===== config.mk =====
export PLATFORM = sky130hd
export DESIGN_NAME = eq_band_mixer
export DESIGN_NICKNAME = d
export VERILOG_FILES = /design/src/rtl/eq_pkg.sv /design/src/rtl/eq_mac.sv /design/src/rtl/eq_band_mixer.sv
export SDC_FILE = /design/constraint.sdc
export NUM_CORES = 1
export LEC_CHECK = 0
export CAP_MARGIN = 10
export CORE_AREA = 2 2 158 315
export DETAILED_ROUTE_END_ITERATION = 16
export DIE_AREA = 0 0 160 317
export DONT_BUFFER_PORTS = 1
export HOLD_SLACK_MARGIN = 0.03
export PLACE_DENSITY = 0.81
export SLEW_MARGIN = 20
export SYNTH_ARGS = -nofsm -noshare
export SYNTH_HDL_FRONTEND = slang
export SYNTH_SLANG_ARGS = --single-unit

===== constraint.sdc =====
create_clock -name clk -period 25.9 [get_ports clk]
set_input_delay 3.885 -clock clk [delete_from_list [all_inputs] [get_ports clk]]
set_output_delay 3.885 -clock clk [all_outputs]
set_load 0.02 [all_outputs]

===== src/rtl/eq_pkg.sv =====
// eq_pkg: shared FSM encoding, unity-gain constant and accumulator sizing for eq_band_mixer
package eq_pkg;
   typedef enum logic [1:0] {S_IDLE, S_ACC, S_OUT} state_t;
   function automatic int unity_gain(input int frac);
      return 1 << frac;
   endfunction
   function automatic int acc_width(input int n, input int gain_w, input int bands);
      return 2 * n + gain_w + $clog2(bands);
   endfunction
endpackage


===== src/rtl/eq_mac.sv =====
// eq_mac: signed multiply-accumulate datapath, one product per enabled cycle
// Ports: clk, rst (async active-low), clr (zero the accumulator), en (accumulate),
//        sample (signed band sample), gain (signed gain), sum (accumulator plus current product)
module eq_mac #(
   parameter int N      = 16,
   parameter int GAIN_W = 8,
   parameter int ACC_W  = 43
) (
   input  logic                     clk,
   input  logic                     rst,
   input  logic                     clr,
   input  logic                     en,
   input  logic signed [N*2-1:0]    sample,
   input  logic signed [GAIN_W-1:0] gain,
   output logic signed [ACC_W-1:0]  sum
);
   logic signed [N*2+GAIN_W-1:0] prod;
   logic signed [ACC_W-1:0] acc;
   assign prod = sample * gain;
   assign sum = acc + ACC_W'(prod);
   always_ff @(posedge clk or negedge rst)
      if (!rst) acc <= '0;
      else if (clr) acc <= '0;
      else if (en) acc <= sum;
endmodule


===== src/rtl/eq_band_mixer.sv =====
// eq_band_mixer: weighted sum of NUM_BANDS band samples using a shadowed gain bank
// Ports: clk, rst (async active-low), ena (global enable), band_in (packed bands, band 0 in LSBs),
//        in_valid/in_ready (frame handshake), gain_we/gain_addr/gain_data (live gain writes),
//        y_out (mixed sample), out_valid (one-cycle result strobe)
// Build option: define EQ_MIX_SATURATE_EN to clamp the result instead of wrapping it.
module eq_band_mixer
   import eq_pkg::*;
#(
   parameter int N         = 16,
   parameter int NUM_BANDS = 8,
   parameter int GAIN_W    = 8,
   parameter int GAIN_FRAC = 6
) (
   input  logic                            clk,
   input  logic                            rst,
   input  logic                            ena,
   input  logic [NUM_BANDS*N*2-1:0]        band_in,
   input  logic                            in_valid,
   output logic                            in_ready,
   input  logic                            gain_we,
   input  logic [$clog2(NUM_BANDS)-1:0]    gain_addr,
   input  logic signed [GAIN_W-1:0]        gain_data,
   output logic signed [N*2-1:0]           y_out,
   output logic                            out_valid
);
   localparam int W = N * 2;
   localparam int AW = $clog2(NUM_BANDS);
   localparam int ACC_W = acc_width(N, GAIN_W, NUM_BANDS);
   localparam logic signed [GAIN_W-1:0] UNITY = GAIN_W'(unity_gain(GAIN_FRAC));
   state_t state, state_nx;
   logic [AW-1:0] idx;
   logic signed [W-1:0] band_q [NUM_BANDS];
   logic signed [GAIN_W-1:0] gain_live [NUM_BANDS];
   logic signed [GAIN_W-1:0] gain_sh [NUM_BANDS];
   logic signed [ACC_W-1:0] sum, shifted;
   logic signed [W-1:0] narrowed;
   logic accept, mac_en, last, gain_hit;
   assign accept = in_ready && in_valid;
   assign mac_en = ena && state == S_ACC;
   assign last = idx == AW'(NUM_BANDS - 1);
   assign gain_hit = gain_we && (int'(gain_addr) < NUM_BANDS);
   always_comb begin
      state_nx = state;
      in_ready = state == S_IDLE && ena;
      out_valid = state == S_OUT;
      if (ena)
         case (state)
            S_IDLE:  state_nx = in_valid ? S_ACC : S_IDLE;
            S_ACC:   state_nx = last ? S_OUT : S_ACC;
            S_OUT:   state_nx = S_IDLE;
            default: state_nx = S_IDLE;
         endcase
   end
   always_ff @(posedge clk or negedge rst)
      if (!rst) state <= S_IDLE;
      else state <= state_nx;
   always_ff @(posedge clk or negedge rst)
      if (!rst) idx <= '0;
      else if (accept) idx <= '0;
      else if (mac_en) idx <= last ? '0 : idx + 1'b1;
   always_ff @(posedge clk)
      if (accept)
         for (int i = 0; i < NUM_BANDS; i++) band_q[i] <= band_in[i*W +: W];
   // A write landing on the accept edge must reach the shadow bank directly.
   always_ff @(posedge clk or negedge rst)
      if (!rst)
         for (int i = 0; i < NUM_BANDS; i++) begin
            gain_live[i] <= UNITY;
            gain_sh[i] <= UNITY;
         end
      else
         for (int i = 0; i < NUM_BANDS; i++) begin
            if (gain_hit && gain_addr == AW'(i)) gain_live[i] <= gain_data;
            if (accept) gain_sh[i] <= (gain_hit && gain_addr == AW'(i)) ? gain_data : gain_live[i];
         end
   eq_mac #(.N(N), .GAIN_W(GAIN_W), .ACC_W(ACC_W)) u_mac (
      .clk(clk),
      .rst(rst),
      .clr(accept),
      .en(mac_en),
      .sample(band_q[idx]),
      .gain(gain_sh[idx]),
      .sum(sum)
   );
   assign shifted = sum >>> GAIN_FRAC;
`ifdef EQ_MIX_SATURATE_EN
   // In range only when every bit above the output sign bit matches it.
   assign narrowed = (&shifted[ACC_W-1:W-1] || ~|shifted[ACC_W-1:W-1]) ? shifted[W-1:0]
                   : shifted[ACC_W-1] ? {1'b1, {(W-1){1'b0}}} : {1'b0, {(W-1){1'b1}}};
`else
   assign narrowed = W'(shifted);
`endif
   // The final MAC result is captured on the edge entering OUT so y_out is valid with out_valid.
   always_ff @(posedge clk or negedge rst)
      if (!rst) y_out <= '0;
      else if (mac_en && last) y_out <= narrowed;
endmodule

# Word-level counts from Yosys, hierarchy flattened
# Memory sizes are Yosys's and may differ from the RTL's.
# Cells that the tools add are included.
[totals] reg_bits=208 latchBits=0 ramBits=256 rom_bits=0 input_bits=272 out_inout_bits=34 wordCells=72 memories=1
[memory_table] name="band_q" depth=8 word_bits=32 rd=1 rd_clocked_by_memory_dff=0 write_ports=8 line="eq_band_mixer.sv:32" text="logic signed [W-1:0] band_q [NUM_BANDS];"
[op_classes] addsub=2 n_mul=1 n_div=0 n_lt_le_gt_ge=1 n_eq_ne=10 shift=0 mux=21 bitwise_logic=1 n_reduce_logical=15
[op_table] op="$mux W43" count=2
[op_table] op="$mux W8" count=10
[op_table] op="$add A43 B40 Y43" count=1
[op_table] op="$mul A32 B8 Y40" count=1
[op_table] op="$bmux W8 S3" count=1
[op_table] op="$eq A3 B3 Y1 const B" count=5
[op_table] op="$logic_and A1 B1 Y1" count=12
[op_table] op="$mux W3" count=3
[op_table] op="$eq A3 B2 Y1 const B" count=2
[op_table] op="$ge A4 B4 Y1 const B" count=1
[op_table] op="$not A3 Y4" count=1
[op_table] op="$pmux W2 S2" count=1
[op_table] op="$add A3 B1 Y3 const B" count=1
[op_table] op="$eq A3 B1 Y1 const B" count=1
[op_table] op="$logic_not A3 Y1" count=1
[op_table] op="$mux W1" count=3
[op_table] op="$eq A2 B1 Y1 const B" count=1
[op_table] op="$eq A2 B2 Y1 const B" count=1
[op_table] op="$logic_not A2 Y1" count=1
[op_table] op="$mux W2" count=1
[op_table] op="$reduce_bool A2 Y1" count=1

# Longest topological paths before layout
[depth] ltp_word=8 depth_mapped=27 depth_no_buf=23

# Hierarchy
# Synthesis repeated with hierarchy kept, for this count alone.
[hier_totals] cells_unflattened=2024 area_unflattened_um2=28272.1
[modules_own_cells] module="eq_band_mixer" instances=1 cells_each=772 area_per_inst_um2=16359.4 seq_area_each_um2=11836.4
[modules_own_cells] module="eq_mac" instances=1 cells_each=1252 area_per_inst_um2=11912.7 seq_area_each_um2=1076.0

# Worst setup path after synthesis
# Ideal clock, no wire load.
[synth_timing] path_type="input to register" from="in ena" to="mem band_q[0][0] (netlist name), enable pin" setup_ns=0.721 arrival_time_ns=12.014 t_required_ns=25.179 slack_ns=13.165 stages=5 n_path_buf=3 cell_sequence="nand2_1 > nor3_1 > clkbuf_1 > clkbuf_1 > clkbuf_1"
[synth_rtl] item="start, declared" line="eq_band_mixer.sv:16" text="input logic ena,"
[synth_rtl] item="end, declared" line="eq_band_mixer.sv:32"

# Worst setup path after layout
[layout_timing] from="reg idx[0]" to="reg y_out[30]"
[layout_via] elab_chain_cells=6 word_cells_on_any_way=9 classes_between="add/sub (1); mul (1); eq/ne (1); mux (3); bitwise (1); reduce/logical (1); memory (1)"
[layout_lines] item="start, declared" line="eq_band_mixer.sv:31" text="logic [AW-1:0] idx;"
[layout_lines] item="start signal, assigned" line="eq_band_mixer.sv:60" text="else if (mac_en) idx <= last ? '0 : idx + 1'b1;"
[layout_lines] item="$not A3 Y4 (not written as such)" line="eq_band_mixer.sv:82" text=".gain(gain_sh[idx]),"
[layout_lines] item="$bmux W8 S3" line="eq_band_mixer.sv:82"
[layout_lines] item="$mux W8 (not written as such) (2 in a row)" line="eq_band_mixer.sv:82"
[layout_lines] item="$mul A32 B8 Y40" line="eq_mac.sv:19" text="assign prod = sample * gain;"
[layout_lines] item="$add A43 B40 Y43" line="eq_mac.sv:20" text="assign sum = acc + ACC_W'(prod);"
[layout_lines] item="end signal, assigned" line="eq_band_mixer.sv:96" text="else if (mac_en && last) y_out <= narrowed;"
[layout_lines] item="end, declared" line="eq_band_mixer.sv:23" text="output logic signed [N*2-1:0] y_out,"
# Several ways; a longest one is shown, not always the timed one. The select of a mux whose other input is x is not followed.
# A chain may end at the register's enable or synchronous reset.

==> run metrics <==
reg2reg start=idx[0]; syn avg cell area=13.6 µm²; maximum fanout along the worst path=42; FP Rows=114; Synth Warn #=0; Post-DP HPWL=46.7 mm; DRT Pass-1 Iters=7; Via density=5.83; ys flop type=edfxtp_1; Critical Path RT=26.32 ns; Placer Congestion=0.927; sequential element share of the synthesized area=48.5%; H-Tree Level Count=2; vias in the first global route=16687; Post-synth EDFFs=256; CTS Root Cell=clkbuf_16; Total Routing Usage GR=24.5%; post-synth top area share=29.1%; max-capacitance violation count=0; worst rel slew slack=25.7%; Core Area=0.0482 mm²; post-synthesis register bit count=459; DR WL/cell=23.6 µm; DRC viols=0; CTS tree=yes; Async SR Flop Fraction=44.2%; Chip Width=160 µm; status=finished, final reports clean; antenna violations before repair=8; antenna viol nets, final=0; I/O pins=306; Final setup viols=0; Synth Net Count=2515; Setup Crit Path Kind=reg2reg; HP Start=u_mac.acc[7]; clk_lat worst skew=0.56 ns; crit path from=idx[0]; layout cells sized above 1=18.2%; post-CTS sizing=0; critical path arrival=8.78 ns; FMAX=0.120 GHz; Period Utilization, post-route=32.3%; remaining global-route overflow=0; Port-buffer cells=0; CTS clock-pin slew for the worst setup and hold paths=0.07 ns; unrepaired setup endpoints after global routing=false; postcts setup bufs=0; Routed WL=61.2 mm; initial drt markers=1088; Area contributors post-synth=edfxtp_1 29%, dfrtp_1 18%, fa_1 17%; clk sinks=459; Die Ht=317 µm; nets@finish=2499; clock tree buffer depth=3; largest net degree at the start of global routing=204; unique cell type count in the Yosys netlist=60; first-pass GRT wire length=94.6 mm; largest area contributor in the netlist=edfxtp_1; Worst Setup Start Kind=register; Layout area overhead=7.47%; worst clock skew=0.0174 ns; hold buffer count at cts=0; endpoint class of the critical path=register; Initial Util=54.7%; class of the worst hold path=reg2reg; max-slew violations=0; Syn Inst Count=1933; Final TNS setup=0 ns; post-layout minimum cycle time=8.36 ns; synthesized area=0.0264 mm²; cts bufs inserted=39; die area=0.0507 mm²; Vias=15101; Filler cells=3687; Slew @ Worst Pin=1.09 ns; Final Hold Fails=0
-- logic make-up after synthesis --
group / synth area share (%)
and+or+nand+nor: 6.89
adders and majority gates: 21.2
xor gates and xnor gates: 1.39
muxes: 14.1
AOI/OAI and AO/OA: 3.79
DFF: 48.5
buffers and inverters: 4.16
-- state kept, by name, summed over array words and instances (netlist names) --
register / count
gain_sh: 64
band_q: 256
y_out: 32
gain_live: 64
u_mac.acc: 38
idx: 3
state: 2
-- per-stage QoR --
step / setup slack (ns) / hold slack [ns] / std cells / util [%] / instance area (µm²)
after detailed placement: 17.35 / 0.476 / 2514 / 56.1 / 27000
after global placement: 17.45 / 0.474 / 2514 / 56.1 / 27000
after floorplan: 13.17 / 0.449 / 1933 / - / 26400
after global routing: 16.87 / 0.509 / 2590 / 58.8 / 28300
after CTS: 17.33 / 0.493 / 2584 / 58.8 / 28300
final: 17.54 / 0.487 / 2591 / 58.8 / 28300
-- worst max-delay path: stages, from the launching register on --
cell and delay (ns):
dfrtp_4 0.58, buf_4 0.54, buf_4 0.73, mux4_2 0.59
mux2i_1 0.74, inv_2 0.12, nand2_1 0.13, fa_1 0.42
inv_1 0.09, fa_1 0.42, ha_1 0.29, inv_1 0.05
fa_1 0.47, inv_1 0.04, ha_1 0.27, ha_1 0.18
inv_1 0.07, fa_1 0.48, nor2b_1 0.18, o31a_1 0.22
a41oi_1 0.25, o21ai_1 0.46, a211oi_1 0.21, o31ai_1 0.33
xnor2_1 0.19, o21ai_1 0.09
-- metal layers --
| metal | vias up | track usage [%] | part of all wire (%) |
|---|---|---|---|
| li1 | 6575 | - | - |
| met1 | 7681 | 26.9 | 34 |
| met2 | 676 | 45.2 | 54 |
| met3 | 165 | 4.60 | 6.4 |
| met4 | 4 | 12.7 | 5.4 |
| met5 | - | 0 | 0.041 |
-- layout by cell type (no fill, tap or decap), types with 46 or more instances in the layout --
master,n
inv_1,182
fa_1,228
nor2_1,176
dfrtp_1,184
ha_1,82
mux2_2,135
a21oi_1,46
nand2_1,152
mux4_2,80
o21ai_1,65
edfxtp_1,256
-- synthesized netlist by cell type (3+ instances only) --
library cell    n
a211oi_1        5
a21o_1          9
a21oi_1        46
and2_1          4
and3_1          9
buf_2          13
clkbuf_1       56
dfrtp_1       187
dfstp_2        16
edfxtp_1      256
fa_1          228
ha_1           82
inv_1         182
inv_2          25
mux2_2        135
mux2i_1        31
mux2i_4         3
mux4_2         80
nand2_1       153
nand2b_1       20
nand3_1         6
nand4_1         5
nand4b_1        3
nor2_1        177
nor2b_1        14
nor3_1          6
o211ai_1        4
o21a_1          8
o21ai_0        13
o21ai_1        65
o31ai_1         6
or2_1           9
xnor2_1        24
xor2_1         15
-- final cells by class --
| type | instances | area (µm²) | share of cell area, % |
|---|---|---|---|
| diodes | 7 | 17.5 | 0.0618 |
| inverters | 207 | 777 | 2.74 |
| clock buffers | 51 | 1090 | 3.86 |
| flip-flops and latches | 459 | 12800 | 45.1 |
| well taps | 638 | 798 | 2.82 |
| repair buffers | 18 | 148 | 0.521 |
| clock inverters | 19 | 199 | 0.702 |
| multi-input cells | 1192 | 12500 | 44.2 |
-- final timing paths --
check | end | slack, ns | cells past startpoint
max | y_out[30] | 17.54 | 25
min reg2reg | u_mac.acc[7] | 0.49 | 2
max reg2reg | y_out[30] | 17.54 | 25
max in group asynchronous | y_out[28] | 22.47 | 0
min | u_mac.acc[7] | 0.49 | 2
min in group asynchronous | gain_live[0] | 3.02 | 0
Power is left out: the tool's default activity adds up to more than one toggle a clock period on the data nets, which glitch-free logic cannot reach.
